$ cat src/rtl/i2c_pkg.sv
// ============================================================================
// i2c_pkg : shared command, error, state and step encodings for i2c_seq
// Revision: 1.0
// ============================================================================
`default_nettype none

package i2c_pkg;

    typedef enum logic [2:0] {
        CMD_START   = 3'b000,
        CMD_WR      = 3'b001,
        CMD_RD      = 3'b010,
        CMD_STOP    = 3'b011,
        CMD_RESTART = 3'b100
    } cmd_t;

    typedef enum logic [1:0] {
        ERR_OK        = 2'b00,
        ERR_NACK_ADDR = 2'b01,
        ERR_NACK_DATA = 2'b10,
        ERR_TIMEOUT   = 2'b11
    } err_t;

    typedef enum logic [2:0] {
        ST_IDLE      = 3'd0,
        ST_ISSUE     = 3'd1,
        ST_WAIT_BUSY = 3'd2,
        ST_WAIT_IDLE = 3'd3,
        ST_WDATA     = 3'd4,
        ST_DONE      = 3'd5
    } seq_state_t;

    typedef enum logic [2:0] {
        S_START   = 3'd0,
        S_ADDRW   = 3'd1,
        S_REG     = 3'd2,
        S_RESTART = 3'd3,
        S_ADDRR   = 3'd4,
        S_DATA    = 3'd5,
        S_STOP    = 3'd6
    } step_t;

    // Address byte on the wire: 7-bit device address followed by the R/W bit.
    function automatic logic [7:0] addr_byte(input logic [6:0] dev, input logic rd);
        return {dev, rd};
    endfunction

endpackage

`default_nettype wire

$ cat src/rtl/i2c_seq_step.sv
// ============================================================================
// i2c_seq_step : combinational step sequencing - next step, command, data
//                byte and NACK classification for the current step
// Revision: 1.0
// ============================================================================
`default_nettype none

module i2c_seq_step
    import i2c_pkg::*;
#(
    parameter int LEN_W = 5
) (
    input  step_t            step_i,
    input  logic             rw_i,
    input  logic [LEN_W-1:0] count_i,
    input  logic             nack_i,
    input  logic [6:0]       dev_i,
    input  logic [7:0]       reg_i,
    output step_t            next_step_o,
    output cmd_t             cmd_o,
    output logic [7:0]       din_o,
    output err_t             err_o
);

    logic w_last;

    assign w_last = (count_i == LEN_W'(1));

    always_comb begin
        err_o = ERR_OK;
        if (nack_i) begin
            unique case (step_i)
                S_ADDRW, S_ADDRR: err_o = ERR_NACK_ADDR;
                S_REG:            err_o = ERR_NACK_DATA;
                S_DATA:           err_o = rw_i ? ERR_OK : ERR_NACK_DATA;
                default:          err_o = ERR_OK;
            endcase
        end
    end

    always_comb begin
        next_step_o = S_STOP;
        cmd_o       = CMD_START;
        din_o       = 8'h00;
        unique case (step_i)
            S_START: begin
                next_step_o = S_ADDRW;
                cmd_o       = CMD_START;
            end
            S_ADDRW: begin
                next_step_o = S_REG;
                cmd_o       = CMD_WR;
                din_o       = addr_byte(dev_i, 1'b0);
            end
            S_REG: begin
                next_step_o = rw_i ? S_RESTART : S_DATA;
                cmd_o       = CMD_WR;
                din_o       = reg_i;
            end
            S_RESTART: begin
                next_step_o = S_ADDRR;
                cmd_o       = CMD_RESTART;
            end
            S_ADDRR: begin
                next_step_o = S_DATA;
                cmd_o       = CMD_WR;
                din_o       = addr_byte(dev_i, 1'b1);
            end
            S_DATA: begin
                // Write bytes come from the stream; for reads bit0 asks the master to NACK the last byte.
                next_step_o = w_last ? S_STOP : S_DATA;
                cmd_o       = rw_i ? CMD_RD : CMD_WR;
                din_o       = {7'b0, rw_i & w_last};
            end
            S_STOP: begin
                next_step_o = S_STOP;
                cmd_o       = CMD_STOP;
            end
            default: begin
                next_step_o = S_STOP;
                cmd_o       = CMD_STOP;
            end
        endcase
        if (err_o != ERR_OK) begin
            next_step_o = S_STOP;
        end
    end

endmodule

`default_nettype wire

$ cat src/rtl/i2c_seq.sv
// ============================================================================
// i2c_seq : I2C transaction sequencer feeding an I2C master core one command
//           at a time. Optional watchdog: define I2C_SEQ_TIMEOUT_EN.
// Revision: 1.0
// ============================================================================
`default_nettype none

module i2c_seq
    import i2c_pkg::*;
#(
    parameter logic [9:0] DVSR        = 10'd20,
    parameter int         MAX_LEN     = 16,
    parameter int         TIMEOUT_CYC = 4096,
    parameter int         LEN_W       = $clog2(MAX_LEN + 1)
) (
    input  logic             clk,
    input  logic             rst,
    input  logic             req_valid,
    output logic             req_ready,
    input  logic             req_rw,
    input  logic [6:0]       req_dev,
    input  logic [7:0]       req_reg,
    input  logic [LEN_W-1:0] req_len,
    input  logic [7:0]       wdata,
    input  logic             wdata_valid,
    output logic             wdata_ready,
    output logic [7:0]       rdata,
    output logic             rdata_valid,
    output logic             done,
    output logic [1:0]       err_code,
    output logic [2:0]       m_cmd,
    output logic [7:0]       m_din,
    output logic             m_wr,
    output logic [9:0]       m_dvsr,
    input  logic             m_ready,
    input  logic             m_done_tick,
    input  logic             m_ack,
    input  logic [7:0]       m_dout
);

    seq_state_t       state_q;
    step_t            step_q;
    logic             rw_q;
    logic [6:0]       dev_q;
    logic [7:0]       reg_q;
    logic [LEN_W-1:0] count_q;
    logic             ack_q;
    logic             req_ready_q;
    logic             wdata_ready_q;
    logic [7:0]       rdata_q;
    logic             rdata_valid_q;
    logic             done_q;
    err_t             err_q;
    cmd_t             m_cmd_q;
    logic [7:0]       m_din_q;
    logic             m_wr_q;

    step_t            w_next_step;
    cmd_t             w_cmd;
    logic [7:0]       w_din;
    err_t             w_err;
    logic             w_nack;
    logic             w_len_ok;
    logic             w_wr_data;

    // The ack may arrive on the same cycle the master reports idle again.
    assign w_nack    = m_done_tick ? m_ack : ack_q;
    assign w_len_ok  = (req_len != '0) && (req_len <= LEN_W'(MAX_LEN));
    assign w_wr_data = (step_q == S_DATA) && !rw_q;

    i2c_seq_step #(
        .LEN_W (LEN_W)
    ) u_step (
        .step_i      (step_q),
        .rw_i        (rw_q),
        .count_i     (count_q),
        .nack_i      (w_nack),
        .dev_i       (dev_q),
        .reg_i       (reg_q),
        .next_step_o (w_next_step),
        .cmd_o       (w_cmd),
        .din_o       (w_din),
        .err_o       (w_err)
    );

`ifdef I2C_SEQ_TIMEOUT_EN
    localparam int WDOG_W = $clog2(TIMEOUT_CYC + 1);
    logic [WDOG_W-1:0] wdog_q;
`else
    logic w_unused_cfg;
    assign w_unused_cfg = (TIMEOUT_CYC > 0);
`endif

    always_ff @(posedge clk) begin
        if (rst) begin
            state_q       <= ST_IDLE;
            step_q        <= S_START;
            rw_q          <= 1'b0;
            dev_q         <= 7'h00;
            reg_q         <= 8'h00;
            count_q       <= '0;
            ack_q         <= 1'b0;
            req_ready_q   <= 1'b0;
            wdata_ready_q <= 1'b0;
            rdata_q       <= 8'h00;
            rdata_valid_q <= 1'b0;
            done_q        <= 1'b0;
            err_q         <= ERR_OK;
            m_cmd_q       <= CMD_START;
            m_din_q       <= 8'h00;
            m_wr_q        <= 1'b0;
`ifdef I2C_SEQ_TIMEOUT_EN
            wdog_q        <= '0;
`endif
        end else begin
            m_wr_q        <= 1'b0;
            wdata_ready_q <= 1'b0;
            rdata_valid_q <= 1'b0;
            done_q        <= 1'b0;
            unique case (state_q)
                ST_IDLE: begin
                    req_ready_q <= 1'b1;
                    if (req_valid && req_ready_q) begin
                        req_ready_q <= 1'b0;
                        rw_q        <= req_rw;
                        dev_q       <= req_dev;
                        reg_q       <= req_reg;
                        count_q     <= req_len;
                        step_q      <= S_START;
                        err_q       <= ERR_OK;
                        if (w_len_ok) begin
                            state_q <= ST_ISSUE;
                        end else begin
                            err_q   <= ERR_TIMEOUT;
                            done_q  <= 1'b1;
                            state_q <= ST_DONE;
                        end
                    end
                end
                ST_WDATA: begin
                    if (wdata_valid) begin
                        m_din_q       <= wdata;
                        wdata_ready_q <= 1'b1;
                        state_q       <= ST_ISSUE;
                    end
                end
                ST_ISSUE: begin
                    if (m_ready) begin
                        m_wr_q  <= 1'b1;
                        m_cmd_q <= w_cmd;
                        if (!w_wr_data) begin
                            m_din_q <= w_din;
                        end
                        ack_q   <= 1'b0;
                        state_q <= ST_WAIT_BUSY;
                    end
                end
                ST_WAIT_BUSY: begin
                    if (!m_ready) begin
                        state_q <= ST_WAIT_IDLE;
                    end
                end
                ST_WAIT_IDLE: begin
                    if (m_done_tick) begin
                        ack_q <= m_ack;
                        if ((step_q == S_DATA) && rw_q) begin
                            rdata_q       <= m_dout;
                            rdata_valid_q <= 1'b1;
                        end
                    end
                    if (m_ready) begin
                        if (step_q == S_STOP) begin
                            done_q  <= 1'b1;
                            state_q <= ST_DONE;
                        end else begin
                            if (w_err != ERR_OK) begin
                                err_q <= w_err;
                            end
                            // Count saturates at 1 so the last-byte test never sees a wrap.
                            if ((step_q == S_DATA) && (count_q != LEN_W'(1))) begin
                                count_q <= count_q - 1'b1;
                            end
                            step_q  <= w_next_step;
                            state_q <= ((w_next_step == S_DATA) && !rw_q) ? ST_WDATA : ST_ISSUE;
                        end
                    end
                end
                ST_DONE: begin
                    req_ready_q <= 1'b1;
                    state_q     <= ST_IDLE;
                end
                default: begin
                    state_q <= ST_IDLE;
                end
            endcase
`ifdef I2C_SEQ_TIMEOUT_EN
            if (state_q == ST_ISSUE) begin
                wdog_q <= '0;
            end else if ((state_q == ST_WAIT_BUSY) || (state_q == ST_WAIT_IDLE)) begin
                wdog_q <= wdog_q + 1'b1;
                // Abandon the transaction without a STOP; the master is stuck anyway.
                if (wdog_q == WDOG_W'(TIMEOUT_CYC - 1)) begin
                    done_q  <= 1'b1;
                    err_q   <= ERR_TIMEOUT;
                    state_q <= ST_DONE;
                end
            end
`endif
        end
    end

    assign req_ready   = req_ready_q;
    assign wdata_ready = wdata_ready_q;
    assign rdata       = rdata_q;
    assign rdata_valid = rdata_valid_q;
    assign done        = done_q;
    assign err_code    = err_q;
    assign m_cmd       = m_cmd_q;
    assign m_din       = m_din_q;
    assign m_wr        = m_wr_q;
    assign m_dvsr      = DVSR;

endmodule

`default_nettype wire

$ cat config.mk
export PLATFORM = sky130hd
export DESIGN_NAME = i2c_seq
export DESIGN_NICKNAME = d
export VERILOG_FILES = /design/src/rtl/i2c_pkg.sv /design/src/rtl/i2c_seq_step.sv /design/src/rtl/i2c_seq.sv
export SDC_FILE = /design/constraint.sdc
export NUM_CORES = 1
export LEC_CHECK = 0
export CORE_MARGIN = 2
export CORE_UTILIZATION = 29
export CTS_CLUSTER_DIAMETER = 50
export CTS_CLUSTER_SIZE = 14
export DETAILED_ROUTE_END_ITERATION = 8
export HOLD_SLACK_MARGIN = 0.08
export RECOVER_POWER = 25
export SLEW_MARGIN = 20
export SYNTH_ARGS = -nofsm -noshare
export SYNTH_HDL_FRONTEND = slang
export SYNTH_SLANG_ARGS = --single-unit
$ cat constraint.sdc
create_clock -name clk -period 2.4 [get_ports clk]
set_input_delay 0.6 -clock clk [delete_from_list [all_inputs] [get_ports clk]]
set_output_delay 0.6 -clock clk [all_outputs]
set_load 0.02 [all_outputs]
== Word-level counts from Yosys, hierarchy flattened ==
Index checks and enable logic that the tools add are counted.
Cells by class
  eq/ne operators: 23
  multiplexer cells: 51
  magnitude comparators: 1
  add/sub/neg operators: 1
  bitwise gates (word level): 5
  reductions and logical operators: 29
Operators by type and width (count)
  3-bit two-way mux: 13
  8-bit one-hot mux with 4 select lines: 1
  8-bit two-way mux: 3
  5-bit two-way mux: 4
  3-bit equality test, second input constant: 6
  2-bit two-way mux: 9
  2-bit inequality test, second input constant: 9
  3-bit one-hot mux with 6 select lines: 1
  8-bit one-hot mux with 2 select lines: 1
  3-bit one-hot mux with 5 select lines: 1
  5-bit AND reduction: 3
  3-bit by 2-bit equality test with 1-bit output, second input constant: 4
  3-bit one-hot mux with 4 select lines: 1
  1-bit two-way mux: 10
  5-bit one-hot mux with 2 select lines: 1
  2-bit nonzero test: 5
  4-bit AND reduction: 2
  3-bit by 1-bit equality test with 1-bit output, second input constant: 2
  1-bit logical AND: 6
  3-bit zero test: 2
  1-bit one-hot mux with 2 select lines: 3
  2-bit one-hot mux with 3 select lines: 1
  3-bit one-hot mux with 2 select lines: 1
  2-bit AND reduction: 3
  12 further kinds: 18
Word-level totals
  input bits: 44
  output and inout bits: 36
  bits in registers: 54
  word-level logic and storage cells: 126

== Longest topological paths before layout ==
  word-level depth: 12
  mapped depth: 7
  depth with buffers taken out: 7

== Hierarchy ==
A second synthesis with hierarchy kept.
Second synthesis, totals
  cells, all modules: 354
  area, all modules: 2931.6 um^2
Modules (own cells, without submodules)
  i2c_seq: area each 2488.6 um^2, cells an instance 287, seq. area each 1081.0 um^2, instances 1
  i2c_seq_step: area each 442.9 um^2, cells an instance 67, seq. area each 0.0 um^2, instances 1

== Worst setup path after synthesis ==
OpenSTA, ideal clock, no wires.
  path type: in2reg
  start: input port m_ready
  end: register m_din_q[5], in the netlist m_din[5]
  library setup time: 128 ps
  path buffers: 1
  stages: 6
  path slack: 571 ps
  arrival: 1701 ps
  cells stage by stage: buf_2 -> nand2_1 -> or3_4 -> a21oi_4 -> mux2i_1 -> nor2_1
On the way
  cells in the longest elaborated chain, start to end: 2
RTL lines
  start: declaration: RTL line i2c_seq.sv:35  | input logic m_ready,
  2-bit inequality test (no source line)
  4-bit AND reduction (no source line)
  end signal: assignment: RTL line i2c_seq.sv:142  | m_din_q <= wdata;
  end signal: assignment: RTL line i2c_seq.sv:152  | m_din_q <= w_din;
  end: declaration: RTL line i2c_seq.sv:55  | logic [7:0] m_din_q;
No other way between the ends.
A chain may end at the register's enable or synchronous reset.

== Worst setup path in the final report ==
  start: input port m_ready
  end: register m_din_q[2], in the netlist m_din[2]
Same word-level chain as after synthesis.

==> impl_metrics.csv <==
group,metric,value,unit
run_status,status,"finished clean",
sta,maxSlewHeadroom,53.7,%
placement,place.gp.congestion,0.815,
cts,cts_buffers,5,
cts,postCtsResizedCells,0,
worst_setup_path,r2r_start,"step_q[2]$_SDFFE_PP0P_",
layout,fill_cells,1007,
logic_synthesis,synth_flop_cell,"dfxtp_1",
cts,cts.htree.levels,2,
cts,cts_tree,"yes",
logic_synthesis,syn_inst,358,
logic_synthesis,yosysSeqAreaShare,38.2,%
floorplan,io_pins,80,
worst_setup_path,crit_required,2.64,ns
sta,fmax,487,MHz
sta,tns,0,ns
sta,slew_violations,0,
detailed_routing,antenna_left,0,
detailed_routing,wirelength,7700,um
layout,area_delta_synth_final,31.8,%
worst_setup_path,end_kind,"register",
floorplan,die_x,103,um
detailed_routing,drt-pass1-iter-count,4,
grt,grt_pass1_wl,12600,um
sta,fin_crit,2.05,ns
logic_synthesis,syn_area,2830,um^2
sta,clock-skew-final,0.00787,ns
power_and_ir_drop,p_total,2.95,mW
cts,cts-root-buf,"clkbuf_8",
sta,hold_viol,0,
cts,clock_sinks,54,
detailed_routing,route.detailed.drc,0,
cts,post_cts_buffers,0,
sta,finalCritPeriodShare,85.5,%
cts,path_clk_slew,0.10,ns
grt,grt_overflow,0,
detailed_routing,viasPerCell,5.04,
sta,max_slew.worst_pin.slew,0.694,ns
floorplan,row_count,36,
logic_synthesis,synth_area_leader_cell,"dfxtp_1",
worst_setup_path,slowest_stage,"dlygate4sd3_1",
detailed_routing,initialDrtViolationCount,137,
worst_setup_path,startpoint,"m_ready",
logic_synthesis,syn_area_per_cell,7.91,um^2
logic_synthesis,netlist.area_leader.share,38.2,%
logic_synthesis,yosys_warnings,0,
worst_setup_path,cp_cell_sequence,"dlygate4sd3_1 > nand2_1 > or3_4 > a21oi_4 > nand2_2 > o22ai_1",
worst_setup_path,crit_type,"input port to register",
logic_synthesis,yosys.cell_types.count,61,
grt,grt_max_degree,47,
floorplan,die_h,103,um
placement,hpwl,5610,um
cts,insertion_delay,0.32,ns
cts,cts_hold_buf,0,
grt,antenna_found_initial,0,
detailed_routing,vias,2797,
flow_run,cap_violations,0,
grt,grt_pass1_vias,2590,
worst_setup_path,start_kind,"input port",
worst_setup_path,rrSetupSlack,0.45,ns
power_and_ir_drop,power_density,790,nW/um^2
power_and_ir_drop,ir_worst_vdd,0.250,mV
logic_synthesis,ys_ff_latch,54,
worst_setup_path,worstReg2RegEnd,"count_q[1]$_SDFFE_PP0P_",
sta,setup_viol,0,
logic_synthesis,synth_area_leaders,"dfxtp_1 (38%), a21oi_1 (7.8%), nand2_1 (7.0%)",
sta,rsz0062_at_grt,"no",
cts,clock_path_buffers,2,
power_and_ir_drop,p_leak,1.38,nW
worst_setup_path,arrival,2.29,ns
worst_setup_path,endpoint,"m_din[2]$_SDFFE_PP0P_",
min_path,hold_path.class,"register to register",
floorplan,coreArea,9640,um^2
floorplan,dieArea,10600,um^2
layout,final_layout_size_suffix_gt1_share,8.29,%
layout,seqCellArea,1080,um^2
layout,multiInputGateArea,1580,um^2
grt,grt_use_total,14.9,%
worst_setup_path,slowest_delay,0.56,ns
layout,nNetsFinal,467,
logic_synthesis,synth_edf_count,0,
worst_setup_path,critPathMaxFanout,10,
layout,n_antenna_cell,0,
logic_synthesis,synthArstFlopShare,0,%
floorplan,start_util,29.4,%
worst_setup_path,reg2reg_depth,6,
placement,portBuffers,69,
detailed_routing,wire_per_inst,13.9,um
[critical path: cells and delay by family]
family	cells	cell delay, ns
AOI/OAI and AO/OA	2	0.54
buffers and inverters	1	0.56
and+or+nand+nor	3	0.59
[how the worst min path moves through the flow]
stage	start	end	slack (ns)	cells past startpoint
2_1_floorplan	reg_q[1]$_SDFFE_PP0P_	reg_q[1]$_SDFFE_PP0P_	0.44	2
3_3_place_gp	m_cmd[2]$_SDFFE_PP0P_	m_cmd[2]$_SDFFE_PP0P_	0.45	2
3_5_place_dp	reg_q[4]$_SDFFE_PP0P_	reg_q[4]$_SDFFE_PP0P_	0.45	2
4_1_cts	reg_q[4]$_SDFFE_PP0P_	reg_q[4]$_SDFFE_PP0P_	0.47	2
5_1_grt	reg_q[4]$_SDFFE_PP0P_	reg_q[4]$_SDFFE_PP0P_	0.49	2
6_report	reg_q[4]$_SDFFE_PP0P_	reg_q[4]$_SDFFE_PP0P_	0.46	2
[cell usage in the layout (no fill, tap or decap), types with 7 or more instances in the layout]
cell              n
nand3_1           9
mux2i_1          12
nand2_1          53
o211ai_1          7
dfxtp_1          54
nor3_1           12
o21ai_0           8
nor2_1           32
conb_1           10
buf_4            13
a21oi_1          44
o22ai_1           9
clkdlybuf4s50_1  66
[state kept, by name, summed over array words and instances (netlist names)]
signal / count
rw_q: 1
reg_q: 8
rdata: 8
m_din: 8
wdata_ready: 1
count_q: 5
req_ready: 1
step_q: 3
done: 1
state_q: 3
err_code: 2
dev_q: 7
ack_q: 1
m_cmd: 3
m_wr: 1
rdata_valid: 1
[cell families after synthesis]
kind of cell / count (synthesis) / synth area share (%)
simple gates: 139 / 24.0
compound gates: 104 / 23.8
flops: 54 / 38.2
buf+inv: 41 / 7.25
mux: 13 / 4.64
xor+xnor: 3 / 0.928
fa+ha+maj: 2 / 0.884
other cells: 2 / 0.265
[through the flow]
step                utilization, %  instances  setup slack, ns  instance area [um^2]  hold WS (ns)
global placement              37.7        547            0.128                  3640         0.448
global route                  38.7        555            0.214                  3730         0.488
floorplan                        -        366            0.571                  2860         0.436
finish                        38.7        555            0.348                  3730         0.462
detailed placement            37.7        547           0.0926                  3640         0.451
CTS                           38.8        555            0.385                  3740         0.465
[layer usage]
metal	GRT usage (%)	vias to the layer above	wire length (um)
met5	0	-	0
met4	4.35	0	86
li1	-	1373	-
met1	20.4	1320	3590
met2	23.9	94	3560
met3	2.98	10	467
[area by class of cell]
cell class / count / share of cell area [%]
timing repair buffer: 83 / 21.1
clock buffer: 6 / 2.21
tap: 133 / 4.46
clock inverter: 2 / 0.469
multi-input combinational: 271 / 42.2
sequential: 54 / 29.0
inverter: 6 / 0.603
[report_power, final]
group | switching (mW) | internal (mW)
logic | 0.676 | 0.525
registers | 0.142 | 1.04
clock network | 0.324 | 0.238
total | 1.14 | 1.81
[synth_stat cells (2+ instances only)]
cell type / count
clkbuf_1: 13
a21o_1: 2
nand3b_1: 4
nand3_1: 9
inv_1: 6
o21ai_1: 4
ha_1: 2
o2111ai_1: 2
or3_1: 4
nand2b_1: 4
xnor2_1: 2
nand4_1: 3
nor3_1: 12
conb_1: 2
o21ai_0: 8
dfxtp_1: 54
nor2b_1: 3
mux2i_1: 12
a31oi_1: 2
a21oi_1: 44
nand2_1: 53
o32ai_1: 2
buf_4: 10
o211ai_1: 7
o22ai_1: 9
and2_1: 2
a22oi_1: 5
a211oi_1: 2
buf_2: 11
nor3b_1: 2
o31a_1: 2
nor2_1: 32
Power figures use the tool's default switching activity.
